## src/rtl/rgb_pkg.sv

```systemverilog
// rgb_pkg: shared types and constants for the RGB PWM driver.
//   COLOR_W       bits per colour channel (8)
//   PWM_LAST      last step value of a PWM frame (frame = 255 steps)
//   R/G/B_MSB/LSB field positions inside the 24-bit light word
//   color_t       one colour channel
//   gamma8()      approximate square-law gamma, used when RGB_GAMMA_EN is defined
package rgb_pkg;

  localparam int unsigned COLOR_W = 8;

  typedef logic [COLOR_W-1:0] color_t;

  localparam color_t PWM_LAST = 8'd254;

  localparam int unsigned R_MSB = 23;
  localparam int unsigned R_LSB = 16;
  localparam int unsigned G_MSB = 15;
  localparam int unsigned G_LSB = 8;
  localparam int unsigned B_MSB = 7;
  localparam int unsigned B_LSB = 0;

  // (x*(x+1))>>8 maps 0->0 and 255->255 exactly; 16 bits cannot overflow.
  function automatic color_t gamma8(input color_t x);
    logic [15:0] w_prod;
    w_prod = {8'd0, x} * ({8'd0, x} + 16'd1);
    return w_prod[15:8];
  endfunction

endpackage

```

## src/rtl/pwm_channel.sv

```systemverilog
// pwm_channel: one colour channel of the RGB PWM driver.
// Holds the double-buffered duty register and the registered compare output.
//   clk, rst  clock, asynchronous active-high reset
//   enable    0 forces the output low on the next edge
//   load      capture din into the duty register this edge
//   din       new duty value
//   cnt       shared step counter (0..254)
//   pwm       registered drive: enable && (cnt < duty)
module pwm_channel
  import rgb_pkg::*;
(
  input  logic   clk,
  input  logic   rst,
  input  logic   enable,
  input  logic   load,
  input  color_t din,
  input  color_t cnt,
  output logic   pwm
);

  color_t r_duty;

  always_ff @(posedge clk or posedge rst) begin
    if (rst) begin
      r_duty <= '0;
      pwm    <= 1'b0;
    end else begin
      if (load) begin
        r_duty <= din;
      end
      // Compares against the duty in force before any load on this edge, so
      // the wrap edge still finishes the old frame's last step.
      pwm <= enable && (cnt < r_duty);
    end
  end

endmodule

```

## src/rtl/rgb_pwm_driver.sv

```systemverilog
// rgb_pwm_driver: converts a 24-bit colour word into three frame-synchronous
// PWM outputs with per-frame double-buffered duty values.
//   clk          system clock, rising edge
//   rst          asynchronous active-high reset
//   light        R=[23:16], G=[15:8], B=[7:0]
//   enable       1 = run; 0 = hold counters at zero, outputs low, track light
//   pwm_r/g/b    registered PWM drives
//   frame_start  one-cycle pulse in the first cycle (cnt==0) of each frame
// Build option: define RGB_GAMMA_EN to load gamma8(field) instead of the raw field.
module rgb_pwm_driver
  import rgb_pkg::*;
#(
  parameter int unsigned PRESCALE = 4,
  parameter int unsigned COLOR_W  = 8
) (
  input  logic                   clk,
  input  logic                   rst,
  input  logic [3*COLOR_W-1:0]   light,
  input  logic                   enable,
  output logic                   pwm_r,
  output logic                   pwm_g,
  output logic                   pwm_b,
  output logic                   frame_start
);

  localparam int unsigned PW = (PRESCALE > 1) ? $clog2(PRESCALE) : 1;

  logic [PW-1:0] r_presc;
  color_t        r_cnt;
  logic          w_tick;
  logic          w_wrap;
  logic          w_load;
  color_t        w_din_r;
  color_t        w_din_g;
  color_t        w_din_b;

  assign w_tick = (r_presc == PW'(PRESCALE - 1));
  assign w_wrap = enable && w_tick && (r_cnt == PWM_LAST);
  // While disabled the duty registers follow light, so re-enabling starts a
  // frame with the latest colour already loaded.
  assign w_load = w_wrap || !enable;

`ifdef RGB_GAMMA_EN
  assign w_din_r = gamma8(light[R_MSB:R_LSB]);
  assign w_din_g = gamma8(light[G_MSB:G_LSB]);
  assign w_din_b = gamma8(light[B_MSB:B_LSB]);
`else
  assign w_din_r = light[R_MSB:R_LSB];
  assign w_din_g = light[G_MSB:G_LSB];
  assign w_din_b = light[B_MSB:B_LSB];
`endif

  always_ff @(posedge clk or posedge rst) begin
    if (rst) begin
      r_presc     <= '0;
      r_cnt       <= '0;
      frame_start <= 1'b0;
    end else if (!enable) begin
      r_presc     <= '0;
      r_cnt       <= '0;
      frame_start <= 1'b0;
    end else begin
      r_presc     <= w_tick ? '0 : r_presc + 1'b1;
      if (w_wrap) begin
        r_cnt <= '0;
      end else if (w_tick) begin
        r_cnt <= r_cnt + 8'd1;
      end
      frame_start <= w_wrap;
    end
  end

  pwm_channel u_ch_r (
    .clk    (clk),
    .rst    (rst),
    .enable (enable),
    .load   (w_load),
    .din    (w_din_r),
    .cnt    (r_cnt),
    .pwm    (pwm_r)
  );

  pwm_channel u_ch_g (
    .clk    (clk),
    .rst    (rst),
    .enable (enable),
    .load   (w_load),
    .din    (w_din_g),
    .cnt    (r_cnt),
    .pwm    (pwm_g)
  );

  pwm_channel u_ch_b (
    .clk    (clk),
    .rst    (rst),
    .enable (enable),
    .load   (w_load),
    .din    (w_din_b),
    .cnt    (r_cnt),
    .pwm    (pwm_b)
  );

endmodule

```

## config.mk

```make
export PLATFORM = sky130hd
export DESIGN_NAME = rgb_pwm_driver
export DESIGN_NICKNAME = d
export VERILOG_FILES = /design/src/rtl/rgb_pkg.sv /design/src/rtl/pwm_channel.sv /design/src/rtl/rgb_pwm_driver.sv
export SDC_FILE = /design/constraint.sdc
export NUM_CORES = 1
export LEC_CHECK = 0
export CAP_MARGIN = 15
export CORE_ASPECT_RATIO = 0.5
export CORE_UTILIZATION = 45
export DETAILED_ROUTE_END_ITERATION = 10
export GPL_TIMING_DRIVEN = 0
export PLACE_DENSITY_LB_ADDON = 0.15
export SKIP_LAST_GASP = 1
export SLEW_MARGIN = 25
export SYNTH_ARGS = -nofsm -noshare
export SYNTH_HDL_FRONTEND = slang
export SYNTH_SLANG_ARGS = --single-unit
```

## constraint.sdc

```tcl
create_clock -name clk -period 4.24 [get_ports clk]
set_input_delay 0.848 -clock clk [delete_from_list [all_inputs] [get_ports clk]]
set_output_delay 0.848 -clock clk [all_outputs]
set_load 0.02 [all_outputs]
```

==> results by group <==
STA
  • Minimum clock period: 2.12 ns
  • Final Hold Viols: 0
  • RSZ-0062 raised after global routing: no
  • Post-route setup TNS: 0 ns
  • Clock skew: 0.00419 ns
  • Final period util: 50.0%
  • Highest clock rate: 472 MHz
  • Final Max Tran Viols: 0
  • Rel. slew slack: 73.0%
  • Slew @ Worst Pin: ~0.40 ns
  • Worst hold slack: around 0.43 ns
  • Setup-failing EPs final: 0

Detailed routing
  • DRC: 5
  • Routed wire length: 3.94 mm
  • Vias/cell: between 5 and 6
  • Pre-antenna DRT Iters: 7
  • Avg WL per Cell: 14.8 um
  • DRT iter0 DRCs: 54
  • Total number of vias: between 1000 and 1500
  • Antenna-violating nets left: 0

Die
  • Area of the core: about 4100 um^2
  • Die span in y: 49.9 um
  • Initial Util: about half
  • IO Count: 31
  • Die Area: 4870 um^2
  • Die X: a little under 100 um
  • Rows: 16

Synthesis
  • Synth async-reset ratio: 100%
  • Synth unique cells: 33
  • Multiplexer area fraction after synthesis: 13.1%
  • Mapped Cells: 176
  • Adder-Cell Fraction of Synth Area: 14.6%
  • Synth warn: 0
  • Area of the mapped netlist: between 2000 and 2500 um^2
  • Simple-gate portion of the synthesized area: 10.6%
  • Seq/Total Area, Yosys: 46.1%
  • Syn_area_per_cell: 11.7 um^2
  • FF+latch count, synth: 38
  • Syn Nets: roughly 230
  • Primary FF master, synth: dfrtp_1
  • Post-synthesis compound-gate area fraction: 8.56%
  • Combinational family with the most area after synthesis: adder cells
  • EDFF count, synth: 0
  • XOR/XNOR Fraction of Synth Area: 1.27%

CTS
  • Clock sink count: 38
  • CTS tree: done
  • Root Buffer: clkbuf_8
  • Clk buf depth: 2
  • Clock-pin slew on the worst setup and hold paths: 0.07 ns
  • Worst-Skew Late Latency: 0.29 ns
  • Total CTS buffers: 5
  • Post-CTS Setup Bufs: 0
  • H-tree levels: 2
  • Hold_buf cts: 0
  • Resized cells post-CTS: 0

GRT
  • GRT overflow: 0
  • Vias in the first global route: 1414
  • First-pass GRT wire length: just under 7 mm
  • Initial antenna violation count: 0
  • Largest net degree at the start of global routing: 23
  • Overall global routing resource usage: approximately a fifth

Placement
  • GPL Wtd Cong: 0.817
  • Detailed placement HPWL: about 3.0 mm
  • Placed Area: between 2000 and 2500 um^2
  • IO buf count: 30
  • Post-Place Cells: between 200 and 300

Power
  • Combinational power share: 17.1%
  • Reg power frac: between 50 and 60%
  • Clock share of power: 30.8%
  • Switching power: 201 uW
  • PD cells: 314 nW/um^2
  • Peak supply drop: 0.137 mV
  • Leak: 0.00121 uW
  • Pint: roughly 600 uW
  • Sw Ratio: 25.2%

Finish
  • Finished layout cell area: 2540 um^2
  • ANT cells: 0
  • Layout Cells excl Fill: 267
  • Synth-to-layout area growth: 23.2%
  • Commonest non-fill, non-tap cell in the layout: dfrtp_1
  • Share of cells above drive strength 1: 17.8%
  • Final net count: 265
  • Commonest non-fill, non-tap cells in the layout: dfrtp_1 (38), clkdlybuf4s50_1 (30), mux2_2 (24), ha_1 (24), inv_1 (22)

Setup path
  • Worst Setup Start Kind: input port
  • Slowest cell on the critical path: clkdlybuf4s50_1
  • CP Buf/Inv Count: 1
  • R2R depth: 5
  • Stages on worst setup path: 5
  • Crit. End Element: flip-flop
  • Worst path required time: between 4 and 5 ns
  • Reg2reg setup slack: 2.30 ns
  • Crit path cell chain: clkdlybuf4s50_1 -> or2b_1 -> nand4_1 -> or3b_1 -> a31oi_1
  • Critical path class: input port to flip-flop
  • CP delay by family, top: simple AND/OR/NAND/NOR gates
  • Max FO, Critical Path: 4
  • Arrival @ worst endpoint: 2.32 ns
  • CP max stage delay: 0.49 ns

Worst hold path
  • Hold Path Class: flip-flop to flip-flop
  • Hold-critical path depth: 1

Outcome
  • Failing checks: design-rule violations
  • Outcome: finished, violations left

Job
  • Max Cap Violations: 0
final cells by class:
cell class                 instances  area [um^2]
timing repair buffer              31          328
fill                             356         1600
multi-input combinational        111          991
clock buffer                       6         82.6
inverter                          24         90.1
sequential                        38          951
tap                               54         67.6
buffer                             3         30.0
cells by family after synthesis:
| group | after synthesis |
|---|---|
| flip-flops | 38 |
| AND/OR/NAND/NOR | 37 |
| buffers and inverters | 27 |
| multiplexers | 24 |
| adder cells (fa/ha/maj) | 24 |
| AO/OA/AOI/OAI | 23 |
| XOR/XNOR | 3 |
power groups by stage:
stage	sequential, uW	combinational, uW	clock [uW]
after floorplan	419	81.7	0
final	415	137	246
after global placement	420	131	0
after detailed placement	423	139	0
after global routing	421	155	271
after CTS	416	140	252
flip-flops by register name (all words and copies together), names as in the netlist:
register and cells:
r_cnt 8, u_ch_b.pwm 1, r_presc 2, u_ch_b.r_duty 8, u_ch_g.r_duty 8, u_ch_r.r_duty 8
frame_start 1, u_ch_g.pwm 1, u_ch_r.pwm 1
stage by stage:
step	util, %	total power, uW	setup slack (ns)
2_1_floorplan	-	501	2.48
3_3_place_gp	58.6	551	1.71
3_5_place_dp	59.3	562	1.82
4_1_cts	61.3	808	2.12
5_1_grt	61.3	847	2.02
6_report	61.3	799	2.12
cells in the mapped netlist (2+ instances only):
library cell | number | area [um^2]
nand4_1 | 2 | 12.5
a21oi_1 | 6 | 30.0
or2b_1 | 2 | 15.0
inv_1 | 23 | 86.3
nand3_1 | 7 | 35.0
and2_1 | 2 | 12.5
mux2_2 | 24 | 270
xor2_1 | 3 | 26.3
nand2_1 | 5 | 18.8
buf_6 | 2 | 22.5
nand2b_1 | 2 | 12.5
or3_1 | 2 | 12.5
a211oi_1 | 2 | 15.0
a2111oi_0 | 2 | 17.5
nor2_1 | 6 | 22.5
a21o_1 | 2 | 15.0
or3b_1 | 3 | 26.3
o2111ai_1 | 4 | 35.0
a31oi_1 | 3 | 18.8
ha_1 | 24 | 300
dfrtp_1 | 38 | 951
final timing paths:
check,from,to
setup / recovery,enable,r_cnt[5]
hold / removal,r_presc[0],r_presc[0]
setup reg to reg,r_cnt[1],u_ch_r.pwm
hold reg to reg,r_presc[0],r_presc[0]
max in group asynchronous,rst,u_ch_r.r_duty[4]
min in group asynchronous,rst,u_ch_b.r_duty[1]
per-layer routing:
layer  vias to the layer above  share of wire (%)  global-route usage, %
li1                        700                  -                      -
met1                       662                 53                   26.8
met2                        30                 41                   28.5
met3                         4                5.2                   4.68
met4                         0                1.2                   6.82
met5                         -                  0                      0
(Power assumes the default switching activity.)
